`src/rtl/serial_pkg.sv`:
```
// Shared definitions for the serial link: receiver state codes, default word width
// and a clog2 helper used to size the bit counter.
package serial_pkg;

    localparam int DEFAULT_WIDTH = 32;

    // Receiver states kept as plain constants so older blocks can share the encoding
    typedef logic [1:0] state_t;
    localparam state_t IDLE     = 2'd0;
    localparam state_t SHIFT    = 2'd1;
    localparam state_t WAIT_LOW = 2'd2;

    function automatic int clog2(input int value);
        int result;
        int remain;
        result = 0;
        remain = value - 1;
        while (remain > 0) begin
            result++;
            remain = remain >> 1;
        end
        return result;
    endfunction

endpackage

```
`src/rtl/serial_receiver_if.sv`:
```
// Bus between the serial receiver (slave) and the block feeding it bits and
// consuming its words (master).
interface serial_receiver_if import serial_pkg::*; #(parameter int WIDTH = DEFAULT_WIDTH) ();

    logic             Din;
    logic             DinValid;
    logic             BitEn;
    logic             DataAck;
    logic             ClrErr;
    logic [WIDTH-1:0] DataOut;
    logic             DataValid;
    logic             RxBusy;
    logic             FrameErr;
    logic             Overrun;

    modport master (
        output Din, DinValid, BitEn, DataAck, ClrErr,
        input  DataOut, DataValid, RxBusy, FrameErr, Overrun
    );

    modport slave (
        input  Din, DinValid, BitEn, DataAck, ClrErr,
        output DataOut, DataValid, RxBusy, FrameErr, Overrun
    );

endinterface

```
`src/rtl/bit_sync.sv`:
```
// Two-flop synchronizer for a single asynchronous bit, reset value 0.
module bit_sync (
    input  logic Clk,
    input  logic Reset,
    input  logic D,
    output logic Q
);

    logic meta;

    always_ff @(posedge Clk or negedge Reset) begin
        if (!Reset) begin
            meta <= 1'b0;
            Q    <= 1'b0;
        end else begin
            meta <= D;
            Q    <= meta;
        end
    end

endmodule

```
`src/rtl/serial_receiver.sv`:
```
// Deserializer for the serial transmitter's MSB-first stream, with valid/ack output
// and sticky FrameErr/Overrun flags. Define SERIAL_RX_SYNC_EN to synchronize Din/DinValid.
module serial_receiver import serial_pkg::*; #(
    parameter int WIDTH = DEFAULT_WIDTH,
    parameter int CNT_W = clog2(WIDTH + 1)
) (
    input logic         Clk,
    input logic         Reset,
    serial_receiver_if.slave bus
);

    localparam logic [CNT_W-1:0] LAST_IDX = CNT_W'(WIDTH - 1);

    logic             dinS;
    logic             dinValidS;
    state_t           state;
    state_t           stateNext;
    logic [WIDTH-2:0] shiftReg;
    logic [WIDTH-2:0] shiftNext;
    logic [WIDTH-1:0] word;
    logic [CNT_W-1:0] cnt;
    logic [CNT_W-1:0] cntNext;
    logic             complete;
    logic             frameErrSet;
    logic             overrunSet;

`ifdef SERIAL_RX_SYNC_EN
    bit_sync u_dinSync      (.Clk(Clk), .Reset(Reset), .D(bus.Din),      .Q(dinS));
    bit_sync u_dinValidSync (.Clk(Clk), .Reset(Reset), .D(bus.DinValid), .Q(dinValidS));
`else
    assign dinS      = bus.Din;
    assign dinValidS = bus.DinValid;
`endif

    // The top shift bit is never stored: the completed word is the held bits plus the live bit
    always_comb begin
        stateNext   = state;
        shiftNext   = shiftReg;
        cntNext     = cnt;
        complete    = 1'b0;
        frameErrSet = 1'b0;
        word        = {shiftReg, dinS};
        case (state)
            IDLE: begin
                if (bus.BitEn && dinValidS) begin
                    shiftNext = {{(WIDTH-2){1'b0}}, dinS};
                    cntNext   = CNT_W'(1);
                    stateNext = SHIFT;
                end
            end
            SHIFT: begin
                if (!dinValidS) begin
                    frameErrSet = 1'b1;
                    shiftNext   = '0;
                    cntNext     = '0;
                    stateNext   = IDLE;
                end else if (bus.BitEn) begin
                    shiftNext = word[WIDTH-2:0];
                    if (cnt == LAST_IDX) begin
                        complete  = 1'b1;
                        cntNext   = '0;
                        stateNext = WAIT_LOW;
                    end else begin
                        cntNext = cnt + CNT_W'(1);
                    end
                end
            end
            WAIT_LOW: begin
                if (!dinValidS) begin
                    stateNext = IDLE;
                end
            end
            default: stateNext = IDLE;
        endcase
        overrunSet = complete && bus.DataValid && !bus.DataAck;
    end

    always_ff @(posedge Clk or negedge Reset) begin
        if (!Reset) begin
            state         <= IDLE;
            shiftReg      <= '0;
            cnt           <= '0;
            bus.DataOut   <= '0;
            bus.DataValid <= 1'b0;
            bus.RxBusy    <= 1'b0;
            bus.FrameErr  <= 1'b0;
            bus.Overrun   <= 1'b0;
        end else begin
            state      <= stateNext;
            shiftReg   <= shiftNext;
            cnt        <= cntNext;
            bus.RxBusy <= (stateNext != IDLE);
            // An ack on the completion edge frees the slot for the new word
            if (complete && (!bus.DataValid || bus.DataAck)) begin
                bus.DataOut   <= word;
                bus.DataValid <= 1'b1;
            end else if (!complete && bus.DataValid && bus.DataAck) begin
                bus.DataValid <= 1'b0;
            end
            bus.FrameErr <= frameErrSet || (bus.FrameErr && !bus.ClrErr);
            bus.Overrun  <= overrunSet  || (bus.Overrun  && !bus.ClrErr);
        end
    end

endmodule

```
`src/flat_wrapper.sv`:
```
// flat-port wrapper written by rule: the top's interface ports become plain ports
module serial_receiver_flat import serial_pkg::*;
#(
    parameter int WIDTH = DEFAULT_WIDTH,
    parameter int CNT_W = clog2(WIDTH + 1)
)
  (Clk, Reset, bus_Din, bus_DinValid, bus_BitEn, bus_DataAck, bus_ClrErr, bus_DataOut, bus_DataValid, bus_RxBusy, bus_FrameErr, bus_Overrun);
  serial_receiver_if #(.WIDTH(WIDTH)) bus_i ();
  input logic Clk;
  input logic Reset;
  input wire logic [$bits(bus_i.Din)-1:0] bus_Din;
  input wire logic [$bits(bus_i.DinValid)-1:0] bus_DinValid;
  input wire logic [$bits(bus_i.BitEn)-1:0] bus_BitEn;
  input wire logic [$bits(bus_i.DataAck)-1:0] bus_DataAck;
  input wire logic [$bits(bus_i.ClrErr)-1:0] bus_ClrErr;
  output wire logic [$bits(bus_i.DataOut)-1:0] bus_DataOut;
  output wire logic [$bits(bus_i.DataValid)-1:0] bus_DataValid;
  output wire logic [$bits(bus_i.RxBusy)-1:0] bus_RxBusy;
  output wire logic [$bits(bus_i.FrameErr)-1:0] bus_FrameErr;
  output wire logic [$bits(bus_i.Overrun)-1:0] bus_Overrun;
  assign bus_i.Din = bus_Din;
  assign bus_i.DinValid = bus_DinValid;
  assign bus_i.BitEn = bus_BitEn;
  assign bus_i.DataAck = bus_DataAck;
  assign bus_i.ClrErr = bus_ClrErr;
  assign bus_DataOut = bus_i.DataOut;
  assign bus_DataValid = bus_i.DataValid;
  assign bus_RxBusy = bus_i.RxBusy;
  assign bus_FrameErr = bus_i.FrameErr;
  assign bus_Overrun = bus_i.Overrun;
  serial_receiver #(.WIDTH(WIDTH), .CNT_W(CNT_W)) u_core (.Clk(Clk), .Reset(Reset), .bus(bus_i));
endmodule
```
`config.mk`:
```
export PLATFORM = sky130hd
export DESIGN_NAME = serial_receiver_flat
export DESIGN_NICKNAME = d
export VERILOG_FILES = /design/src/rtl/serial_pkg.sv /design/src/rtl/serial_receiver_if.sv /design/src/rtl/bit_sync.sv /design/src/rtl/serial_receiver.sv /design/src/flat_wrapper.sv
export SDC_FILE = /design/constraint.sdc
export NUM_CORES = 1
export LEC_CHECK = 0
export CORE_ASPECT_RATIO = 0.5
export CORE_MARGIN = 2
export CORE_UTILIZATION = 40
export CTS_CLUSTER_SIZE = 25
export DETAILED_ROUTE_END_ITERATION = 16
export PLACE_DENSITY_LB_ADDON = 0.12
export SLEW_MARGIN = 20
export SYNTH_ARGS = -nofsm -noshare
export SYNTH_HDL_FRONTEND = slang
export SYNTH_HIERARCHICAL = 1
export SYNTH_SLANG_ARGS = --single-unit
export TNS_END_PERCENT = 30
```
`constraint.sdc`:
```
create_clock -name Clk -period 2.5 [get_ports Clk]
set_input_delay 0.5 -clock Clk [delete_from_list [all_inputs] [get_ports Clk]]
set_output_delay 0.5 -clock Clk [all_outputs]
set_load 0.01 [all_outputs]
```
; Word level (Yosys, flattened, before mapping)
; Cells that the tools add are included.
[op_classes]
n_addsub = 1
muxes = 23
n_reduce_logical = 20
eq_ne = 5
[ops]
columns = cell, count
row1 = $mux 31, 3
row2 = $pmux 31 s2, 1
row3 = $mux 6, 4
row4 = $pmux 6 s2, 1
row5 = $mux 2, 5
row6 = $logic_and 1x1->1, 8
row7 = $mux 1, 8
row8 = $add 6x1->6 const B, 1
row9 = $eq 6x5->1 const B, 1
row10 = $pmux 2 s3, 1
row11 = $reduce_bool 2->1, 3
row12 = $logic_not 1->1, 4
row13 = $logic_or 1x1->1, 3
row14 = $ne 3x3->1 const B, 1
row15 = $reduce_and 3->1, 1
row16 = $eq 2x1->1 const B, 1
row17 = $eq 2x2->1 const B, 1
row18 = $logic_not 2->1, 1
row19 = $ne 2x1->1 const B, 1
[word_totals]
out_inout_bits = 36
inputBits = 7
elab_cells = 57
regBits = 75

; Depth between registers and ports, before layout
[depth]
word_depth = 10
depth_mapped = 7
mapped_depth_nobuf = 5

; Worst setup path before layout
; Ideal clock, no wire load.
[synth_path]
kind = reg-to-reg
startpoint = register u_core.cnt[0]
endpoint = register u_core.bus.DataOut[10]
path_slack_ps = 673
arrival_time_ps = 1701
n_path_buf = 2
required_ps = 2375
period_less_slack_ps = 1827
stages_incl_launch_ff = 8
setup_time_ps = 125
cell_sequence = dfrtp_1 ha_1 nand3_2 nor3b_4 and4_4 buf_8 buf_12 mux2_4
[synth_between]
elab_chain_len = 6
[synth_lines]
columns = element, line
row1 = from (decl), serial_receiver.sv:21  ; logic [CNT_W-1:0] cnt;
row2 = from (signal assigned), serial_receiver.sv:91  ; cnt <= cntNext;
row3 = $eq 6x5->1, serial_receiver.sv:59  ; if (cnt == LAST_IDX) begin
row4 = $mux 1, serial_receiver.sv:59
row5 = $mux 1, serial_receiver.sv:57  ; end else if (bus.BitEn) begin
row6 = $mux 1, serial_receiver.sv:52  ; if (!dinValidS) begin
row7 = $mux 1, serial_receiver.sv:43  ; case (state)
row8 = $logic_and 1x1->1, serial_receiver.sv:94  ; if (complete && (!bus.DataValid || bus.DataAck)) begin
row9 = to (signal assigned), serial_receiver.sv:95  ; bus.DataOut <= word;
row10 = to (decl), serial_receiver_if.sv:23  ; output DataOut, DataValid, RxBusy, FrameErr, Overrun
; Every way passes these cells.
; A chain may end at the register's enable or synchronous reset.

; Worst setup path after layout
[layout_path]
startpoint = register u_core.cnt[0]
endpoint = register u_core.bus.DataOut[7]
; The elaborated chain is that of the path after synthesis.

==> flow_summary.json <==
{
  "outcome": "complete, no violations",
  "synth_top_area_cell": "sky130_fd_sc_hd__dfrtp_1",
  "dr_total_vias": 2062,
  "cts_setup_buffers": 0,
  "timing.rr.start": "u_core/cnt[0]",
  "timing.max_cap.violations": 0,
  "fmax_mhz": 473.6,
  "grt_setup_unrepaired": "no",
  "dpl_worst_slack_ns": 0.2680,
  "fp.dieArea_um2": 8800,
  "total_leakage_power_nw": 1.945,
  "die_x_um": 130.7,
  "gr-total-overflow": 0,
  "vias_per_cell": 4.773,
  "m1_wl_mm": 3.033,
  "synthCells": 271,
  "synth.avg_cell_area_um2": 11.84,
  "instances_no_fill": 432,
  "clock-skew-final_ns": 0.007233,
  "final_min_period_over_clock_period_pct": 84.46,
  "hpwl_after_detailed_placement_mm": 3.878,
  "final_critical_period_ns": 2.112,
  "hold_violations": 0,
  "finish.utilization_pct": 51.06,
  "port_buf_inserts": 42,
  "postRouteWirelength_mm": 5.957,
  "antenna_violating_nets_post_route": 0,
  "setup_failing_eps_final": 0,
  "synth.area.top_cells": "sky130_fd_sc_hd__dfrtp_1 58%, sky130_fd_sc_hd__mux2_4 14%, sky130_fd_sc_hd__nand2_1 8.3%",
  "worstReg2RegEnd": "u_core/bus.DataOut[7]",
  "power_per_standard_cell_area_nw_per_um2": 635.2,
  "ys.warnings.count": 6,
  "endpoint_kind": "register",
  "count_of_standard_cell_rows": 23,
  "crit_required_ns": 2.71,
  "timing.final.ws_setup_ns": 0.3885,
  "cts.sinks": 75,
  "cts_htree_levels": 3,
  "met3RoutedLength_um": 223,
  "antenna_found_initial": 0,
  "largest_net_degree_at_the_start_of_global_routing": 44,
  "gp_congestion": 0.7287,
  "cp_cell_sequence": "ha_1 -> nand3_2 -> nor3b_4 -> and4_4 -> buf_4 -> mux2_4",
  "synth.cell_area_um2": 3209,
  "die-height_um": 67.34,
  "critPathKind": "reg -> reg",
  "rrSetupSlack_ns": 0.39,
  "vias_in_the_first_global_route": 2033,
  "setup_tns_ns": 0,
  "cts-root-to-sink-buffers": 2,
  "worstSetupStartpointType": "register",
  "io-pin-count": 43,
  "layout-drive-gt1-share_pct": 19.69,
  "core_um2": 7885,
  "clock_tree_from_tritoncts": "built",
  "fin_nets": 323,
  "clk_transition_reported_paths_ns": 0.06,
  "sequential_to_total_area_share_from_yosys_stat_pct": 58.48,
  "critical_path_slowest_stage_cell": "sky130_fd_sc_hd__dfrtp_1",
  "drt_first_iter_violations": 143,
  "worst_slew_margin_rel_pct": 58.47,
  "dpl.cell_count": 416,
  "first_pass_grt_wire_length_mm": 10.07,
  "drv_slew": 0,
  "holdBufCountCts": 0,
  "flow.area_growth_from_synthesis_pct": 25.46,
  "post_cts_resize_count": 0,
  "postSynthRegisterBits": 75,
  "initial_utilization_pct": 40.70,
  "min_path_type": "in -> async",
  "ir_worst_vdd_uv": 308.3,
  "clock_tree.root_cell": "sky130_fd_sc_hd__clkbuf_16",
  "worst-r2r-cell-count": 6,
  "yosys.cell_types.count": 35,
  "avgRoutedWirePerCell_um": 13.79,
  "insertedDiodeCount": 0,
  "drc_errors": 0,
  "critical-path-max-stage-delay_ns": 0.39,
  "dr.pass1.iters": 4,
  "worst-path-max-fanout": 13,
  "synth_largest_type_area_fraction_pct": 58.48,
  "synth_fp_nets": 279,
  "worst-endpoint-arrival_ns": 2.32,
  "groute.usage.overall_pct": 15.26,
  "worst_slew_pin_tran_ns": 0.6229,
  "layout.cells.most_common_list": "75 x sky130_fd_sc_hd__dfrtp_1, 71 x sky130_fd_sc_hd__nand2_1, 41 x sky130_fd_sc_hd__clkdlybuf4s50_1",
  "routed.top_layer": "met4",
  "clkLatencyLatePin_ns": 0.33,
  "wl_met2_mm": 2.625,
  "cts_inserted_buffers": 9,
  "layout.cells.most_common": "sky130_fd_sc_hd__dfrtp_1"
}
## final cells by class
type                       count  area [um^2]
clock buffer                  11        242.7
clock inverter                 5        38.79
fill                         708         3859
inverter                       3        11.26
multi-input combinational    177         1196
sequential                    75         1877
tap                          112        140.1
timing repair buffer          49        520.5
## power by group
group / total, mW / internal [mW] / switching [mW]
combinational: 0.132 / 0.0462 / 0.0857
clock: 1.19 / 0.702 / 0.487
sequential: 1.24 / 1.23 / 0.0110
total: 2.56 / 1.97 / 0.584
## Yosys cell counts
| master | n |
|---|---|
| sky130_fd_sc_hd__a21boi_0 | 1 |
| sky130_fd_sc_hd__a21o_1 | 1 |
| sky130_fd_sc_hd__a21oi_1 | 2 |
| sky130_fd_sc_hd__a31oi_1 | 3 |
| sky130_fd_sc_hd__and2_4 | 1 |
| sky130_fd_sc_hd__and3_1 | 3 |
| sky130_fd_sc_hd__and4_4 | 1 |
| sky130_fd_sc_hd__buf_12 | 3 |
| sky130_fd_sc_hd__buf_2 | 4 |
| sky130_fd_sc_hd__buf_4 | 1 |
| sky130_fd_sc_hd__buf_8 | 1 |
| sky130_fd_sc_hd__clkbuf_1 | 7 |
| sky130_fd_sc_hd__dfrtp_1 | 75 |
| sky130_fd_sc_hd__ha_1 | 1 |
| sky130_fd_sc_hd__inv_1 | 3 |
| sky130_fd_sc_hd__mux2_2 | 2 |
| sky130_fd_sc_hd__mux2_4 | 30 |
| sky130_fd_sc_hd__nand2_1 | 71 |
| sky130_fd_sc_hd__nand2b_1 | 4 |
| sky130_fd_sc_hd__nand3_1 | 31 |
| sky130_fd_sc_hd__nand3_2 | 1 |
| sky130_fd_sc_hd__nand3b_1 | 1 |
| sky130_fd_sc_hd__nor2_1 | 6 |
| sky130_fd_sc_hd__nor2b_1 | 2 |
| sky130_fd_sc_hd__nor2b_4 | 1 |
| sky130_fd_sc_hd__nor3_1 | 1 |
| sky130_fd_sc_hd__nor3b_4 | 1 |
| sky130_fd_sc_hd__nor4b_1 | 1 |
| sky130_fd_sc_hd__o211ai_1 | 1 |
| sky130_fd_sc_hd__o21ai_0 | 4 |
| sky130_fd_sc_hd__o22ai_1 | 3 |
| sky130_fd_sc_hd__o31ai_1 | 1 |
| sky130_fd_sc_hd__o41ai_1 | 1 |
| sky130_fd_sc_hd__or3_2 | 1 |
| sky130_fd_sc_hd__or3b_2 | 1 |
## flip-flops by register name (all words and copies together), names as in the netlist
name	flops
u_core/bus.DataOut	32
u_core/bus.DataValid	1
u_core/bus.FrameErr	1
u_core/bus.Overrun	1
u_core/bus.RxBusy	1
u_core/cnt	6
u_core/shiftReg	31
u_core/state	2
## through the flow
stage	cell area [um^2]	hold slack [ns]	power, mW
2_1_floorplan	3209	0.2044	1.320
3_3_place_gp	3745	0.4540	1.391
3_5_place_dp	3745	0.4603	1.393
4_1_cts	4026	0.1832	2.595
5_1_grt	4026	0.2103	2.675
6_report	4026	0.1514	2.558
## worst max path at each step
stage / from / to / slack, ns / cells after the start
6_report: u_core/cnt[0] / u_core/bus.DataOut[7] / 0.39 / 6
5_1_grt: u_core/cnt[0] / u_core/bus.DataOut[7] / 0.29 / 6
4_1_cts: u_core/cnt[0] / u_core/bus.DataOut[7] / 0.38 / 6
3_5_place_dp: bus_BitEn / u_core/shiftReg[24] / 0.27 / 6
3_3_place_gp: bus_BitEn / u_core/shiftReg[28] / 0.28 / 6
2_1_floorplan: u_core/cnt[0] / u_core/bus.DataOut[10] / 0.67 / 7
## routing by layer
layer	vias to the layer above	GRT usage, %
li1	1001	-
met1	1016	21.20
met2	37	22.14
met3	8	5.071
met4	0	6.117
met5	-	0
## worst max-delay path: cells and delay by family (launching register included)
family,cells,cell delay [ns]
simple gates,3,0.76
buf+inv,1,0.27
mux,1,0.33
fa+ha+maj,1,0.24
flops,1,0.39
## logic make-up (layout without fill, tap and decap cells)
group	after synthesis	after routing	synth area share, %
and+or+nand+nor	127	127	18.71
DFF	75	75	58.48
muxes	32	32	14.74
buffers and inverters	19	68	4.367
AOI/OAI and AO/OA	17	17	3.314
adders and majority gates	1	1	0.3898
No activity file was read; power rests on OpenSTA's default activity.
==> edit 1, RTL diff (same flow settings) <==
`DEFAULT_WIDTH`: 32 -> 16.
--- a/src/rtl/serial_pkg.sv
+++ b/src/rtl/serial_pkg.sv
@@ -2,7 +2,7 @@
 // and a clog2 helper used to size the bit counter.
 package serial_pkg;
 
-    localparam int DEFAULT_WIDTH = 32;
+    localparam int DEFAULT_WIDTH = 16;
 
     // Receiver states kept as plain constants so older blocks can share the encoding
     typedef logic [1:0] state_t;
Interface: changed (resized bus_DataOut); port bits go from 43 to 27. No check against the original RTL was run, so the function may have changed too.
==> edit 1 against the original RTL <==
Global-route usage down 0.37 points; cell count down 44%; total power down 52%; critical path depth down 2; combinational power down 30%; worst setup slack better by 170 ps; design area down 43%; wire length down 42%; largest cell class unchanged; sequential cell count down 33; area after synthesis down 41%.
==> edit 1: results (changes against the original RTL) <==
Drt
The routed metal-1 wirelength came to 1720 µm (-43%). The count of routing violations after the opening detailed-route iteration came to 59 (-59%). The routed length on met3 is 128 µm (-43%).

Global route
The met2 routing resource usage after global routing came to 0.239 (+0.0175). The met1 track demand over resource came to 0.199 (-0.0127). The largest net degree at the start of global routing was 34 (-23%). The met3 routing resource usage after global routing is 0.0400 (-0.0107).

Placement
The post-DP HPWL was 2250 µm (-42%). The placed cell area is 2190 µm² (-42%). The setup slack at placement was 226 ps (-41.9 ps). The global placement routability congestion is 0.746 (+2.4%).

STA
The post-route clock skew is 7.82 ps (+0.584 ps).

Synth
The net count after synthesis is 168 (-40%). The fraction of the mapped netlist area in adder cells was 0.00666 (+0.00276). Counting instances in the post-synthesis netlist gives the leading cell types as sky130_fd_sc_hd__dfrtp_1, sky130_fd_sc_hd__nand2_1, sky130_fd_sc_hd__o21ai_0. The synthesized-area fraction occupied by ao, oa, aoi and oai cells was 0.152 (+0.119).

Ranked by total cell area, the synthesized netlist is headed by sky130_fd_sc_hd__dfrtp_1, sky130_fd_sc_hd__mux2_4, sky130_fd_sc_hd__o31ai_1.

Worst setup path
The largest fanout of any net on the critical path is 16 (+3). In this run the critical register-to-register path is captured at u_core/bus.DataOut[6]. The launching element of the worst setup path is bus_DinValid.

Power
The part of the total power dissipated in combinational logic was 0.075 (+0.023).

Clock tree
The depth of the CTS H-tree was 2 (-1). The root buffer cell is sky130_fd_sc_hd__clkbuf_8.

Finish
In the final layout, the registers with the most flip-flops are u_core/bus.DataOut (16), u_core/shiftReg (15), u_core/cnt (5).

Outcome
The flow ran to the end, and the final reports show no timing, DRC or antenna violations.
-- edit 1: cell count changes in the layout (fill, tap and decap cells not counted), sizes merged, moves of 14 or more --
cell and change:
mux2 -15, o31ai +16, nand3 -29, dfrtp -33, nand2 -53, clkdlybuf4s50 -16, o21ai +14
-- edit 1: worst max-delay path by stage --
| stage | endpoint | slack (ps) | cells past startpoint |
|---|---|---|---|
| after CTS | u_core/bus.DataOut[8] | 550 | 4 |
| after global placement | u_core/bus.DataOut[6] | 260 | 4 |
| after global routing | u_core/bus.DataOut[12] | 430 | 4 |
| after detailed placement | u_core/bus.DataOut[13] | 230 | 4 |
| final | u_core/bus.DataOut[6] | 560 | 4 |
| after floorplan | u_core/bus.DataOut[10] | 850 | 6 |
-- edit 1: cell type report --
class                   count  area, µm²
multi-input cells          99        736
inverters                   6       22.5
repair buffers             31        305
flip-flops and latches     42       1050
fillers                   416       2190
well taps                  57       71.3
clock buffers               5       68.8
clock inverters             3       21.3
==> edit 2, RTL diff (same settings) <==
Without the edit above. `shiftReg` no longer has a reset.
--- a/src/rtl/serial_receiver.sv
+++ b/src/rtl/serial_receiver.sv
@@ -78,7 +78,6 @@
     always_ff @(posedge Clk or negedge Reset) begin
         if (!Reset) begin
             state         <= IDLE;
-            shiftReg      <= '0;
             cnt           <= '0;
             bus.DataOut   <= '0;
             bus.DataValid <= 1'b0;
@@ -87,7 +86,6 @@
             bus.Overrun   <= 1'b0;
         end else begin
             state      <= stateNext;
-            shiftReg   <= shiftNext;
             cnt        <= cntNext;
             bus.RxBusy <= (stateNext != IDLE);
             // An ack on the completion edge frees the slot for the new word
@@ -102,5 +100,9 @@
         end
     end
 
+    always_ff @(posedge Clk) begin
+        shiftReg <= shiftNext;
+    end
+
 endmodule
 
Behaviour: same outputs for any inputs over 10 cycles, from zero or initial values and one cycle with Reset low; that may be too few to reach the edited logic, so the function may still have changed.
==> edit 2 against the original RTL <==
Combinational power decreased by 16%; synthesized cell count decreased by 25%; design area decreased by 1.9%; clock skew decreased by 1.4 ps; sequential power increased by 10%; area after synthesis decreased by 2.6%; sequential cell count unchanged; first-iteration DRC count decreased by 3.5%; wire length decreased by 10%; worst setup slack improved by 130 ps; total power increased by 4.0%.
==> edit 2: results (changes against the original RTL) <==
Outcome
The run finished with clean final reports.

Drt
The routed wirelength normalized by instance count was 14.7 µm (+6.3%). The routed via count divided by cell count is 4.78 (+0.12%). The count of routing violations after the opening detailed-route iteration is 138 (-3.5%). The number of remaining DRC errors is 0 (unchanged). The number of optimization iterations in the first detailed-route pass came to 5 (+1). The final wirelength is 5360 µm (-10%).

STA
The setup total negative slack is 0 ps (unchanged). The post-route clock skew is 5.87 ps (-1.36 ps). The slew at the pin with the worst max-slew slack was 884 ps (+261 ps).

Power
The leakage power is 1.74 nW (-10%). The switching power share of the total is 0.218 (-0.0103). The peak ir drop on the vdd network came to 0.390 mV (+26%).

Placement
The global placement routability congestion came to 0.770 (+5.7%). The post-DP HPWL is 3530 µm (-8.9%). The setup slack at placement is 173 ps (-95.4 ps).

The count of buffers from port buffering is 42 (unchanged). The cell total after placement is 350 (-16%).

Synth
The synthesized instance count was 202 (-25%). The count of cell types in the netlist is 34 (-2.9%). The total of warnings raised by yosys came to 6 (unchanged). The number of flops mapped to enable cells by yosys is 31 (+31).

The net count after synthesis was 210 (-25%). The proportion of synthesized chip area in sequential cells was 0.650 (+0.0653). The share of async-settable or async-resettable flops after synthesis is 0.587 (-0.413).

Ranked by total cell area, the synthesized netlist is headed by sky130_fd_sc_hd__dfrtp_1, sky130_fd_sc_hd__edfxtp_1, sky130_fd_sc_hd__mux2_4. Sorting the synthesized cells by how often they occur yields sky130_fd_sc_hd__dfrtp_1, sky130_fd_sc_hd__and2_1, sky130_fd_sc_hd__edfxtp_1.

Clock tree
The insertion delay of the later-clocked pin in the worst-skew pair was 330 ps (about the same). The clock transition at the registers of the reported paths was 60 ps (about the same). The post-cts sizing count is 0 (unchanged).

The clock buffer count from CTS was 9 (unchanged). The post-CTS setup repair buffer count is 0 (unchanged). The root buffer cell is sky130_fd_sc_hd__clkbuf_16. The depth of the CTS H-tree came to 3 (unchanged). The worst-case clock buffer depth is 2 (unchanged).

Global route
The first-pass GRT wire length was 9160 µm (-9.0%). The all-layer global routing usage was 0.145 (-0.00713). The number of antenna violations at the first check in global routing is 0 (unchanged). The largest net degree at the start of global routing was 32 (-27%). The number of global-route vias before repair came to 1797 (-12%).

Worst setup path
On the critical path the largest part of the delay comes from simple AND/OR/NAND/NOR gates. The stage delay of the slowest cell on the critical path is 710 ps (+320 ps). The cell type of the slowest stage on the worst timing path is sky130_fd_sc_hd__nor2_4. The largest fanout of any net on the critical path was 31 (+18).

Hold path
In this run the worst hold path is classified as in -> async.

Finish
The layout cell share with drive strength beyond 1 is 0.233 (+0.0357). The number of nets in the layout is 261 (-19%). The antenna diode count is 0 (unchanged). The filler cell count is 638 (-9.9%). The largest registers in the layout are u_core/bus.DataOut (32), u_core/shiftReg (31), u_core/cnt (6).
==> edit 2: cell families (layout without fill, tap and decap cells) <==
| group | count (synthesis) | after routing | share of synthesized area |
|---|---|---|---|
| adders and majority gates | 1 | 1 | 0.00400 |
| buffers and inverters | 14 | 70 | 0.0276 |
| AOI/OAI and AO/OA | 16 | 16 | 0.0340 |
| muxes | 35 | 35 | 0.161 |
| and+or+nand+nor | 61 | 61 | 0.123 |
| DFF | 75 | 75 | 0.650 |
==> edit 2: layout make-up <==
class / instances / area (µm²) / area share
sequential: 75 / 2030 / 0.514
multi-input combinational: 113 / 1010 / 0.257
timing repair buffer: 50 / 475 / 0.120
clock buffer: 10 / 239 / 0.0605
tap: 108 / 135 / 0.0342
clock inverter: 6 / 40.0 / 0.0101
inverter: 4 / 15.0 / 0.00380
==> edit 2: final timing paths <==
kind | cells past startpoint | startpoint | slack [ps] | to
max | 3 | bus_DinValid | 520 | u_core/shiftReg[30]
min | 1 | Reset | 50 | u_core/bus.Overrun
max reg2reg | 4 | u_core/state[1] | 610 | u_core/bus.DataOut[28]
min reg2reg | 1 | u_core/shiftReg[30] | 490 | u_core/bus.DataOut[31]
max in group asynchronous | 2 | Reset | 1900 | u_core/bus.DataOut[18]
min in group Clk | 1 | u_core/shiftReg[30] | 490 | u_core/bus.DataOut[31]
==> edit 2: per-layer routing <==
layer | routed length [µm] | up-vias | global-route usage
met5 | 0 | - | 0
met2 | 2400 | 36 | 0.215
met4 | 98 | 0 | 0.0611
met1 | 2610 | 874 | 0.188
li1 | - | 829 | -
met3 | 250 | 10 | 0.0627
==> edit 2: through the flow <==
stage	utilization	area, µm²
4_1_cts	0.530	3950
6_report	0.530	3950
5_1_grt	0.530	3950
3_3_place_gp	0.492	3670
3_5_place_dp	0.492	3670
2_1_floorplan	-	3130
==> edit 2: power by group through the flow <==
| stage | clock (mW) | combinational (mW) | sequential [mW] |
|---|---|---|---|
| global placement | 0 | 0.110 | 1.39 |
| finish | 1.18 | 0.111 | 1.37 |
| detailed placement | 0 | 0.113 | 1.39 |
| floorplan | 0 | 0.0631 | 1.38 |
| global route | 1.28 | 0.125 | 1.38 |
| CTS | 1.23 | 0.114 | 1.37 |
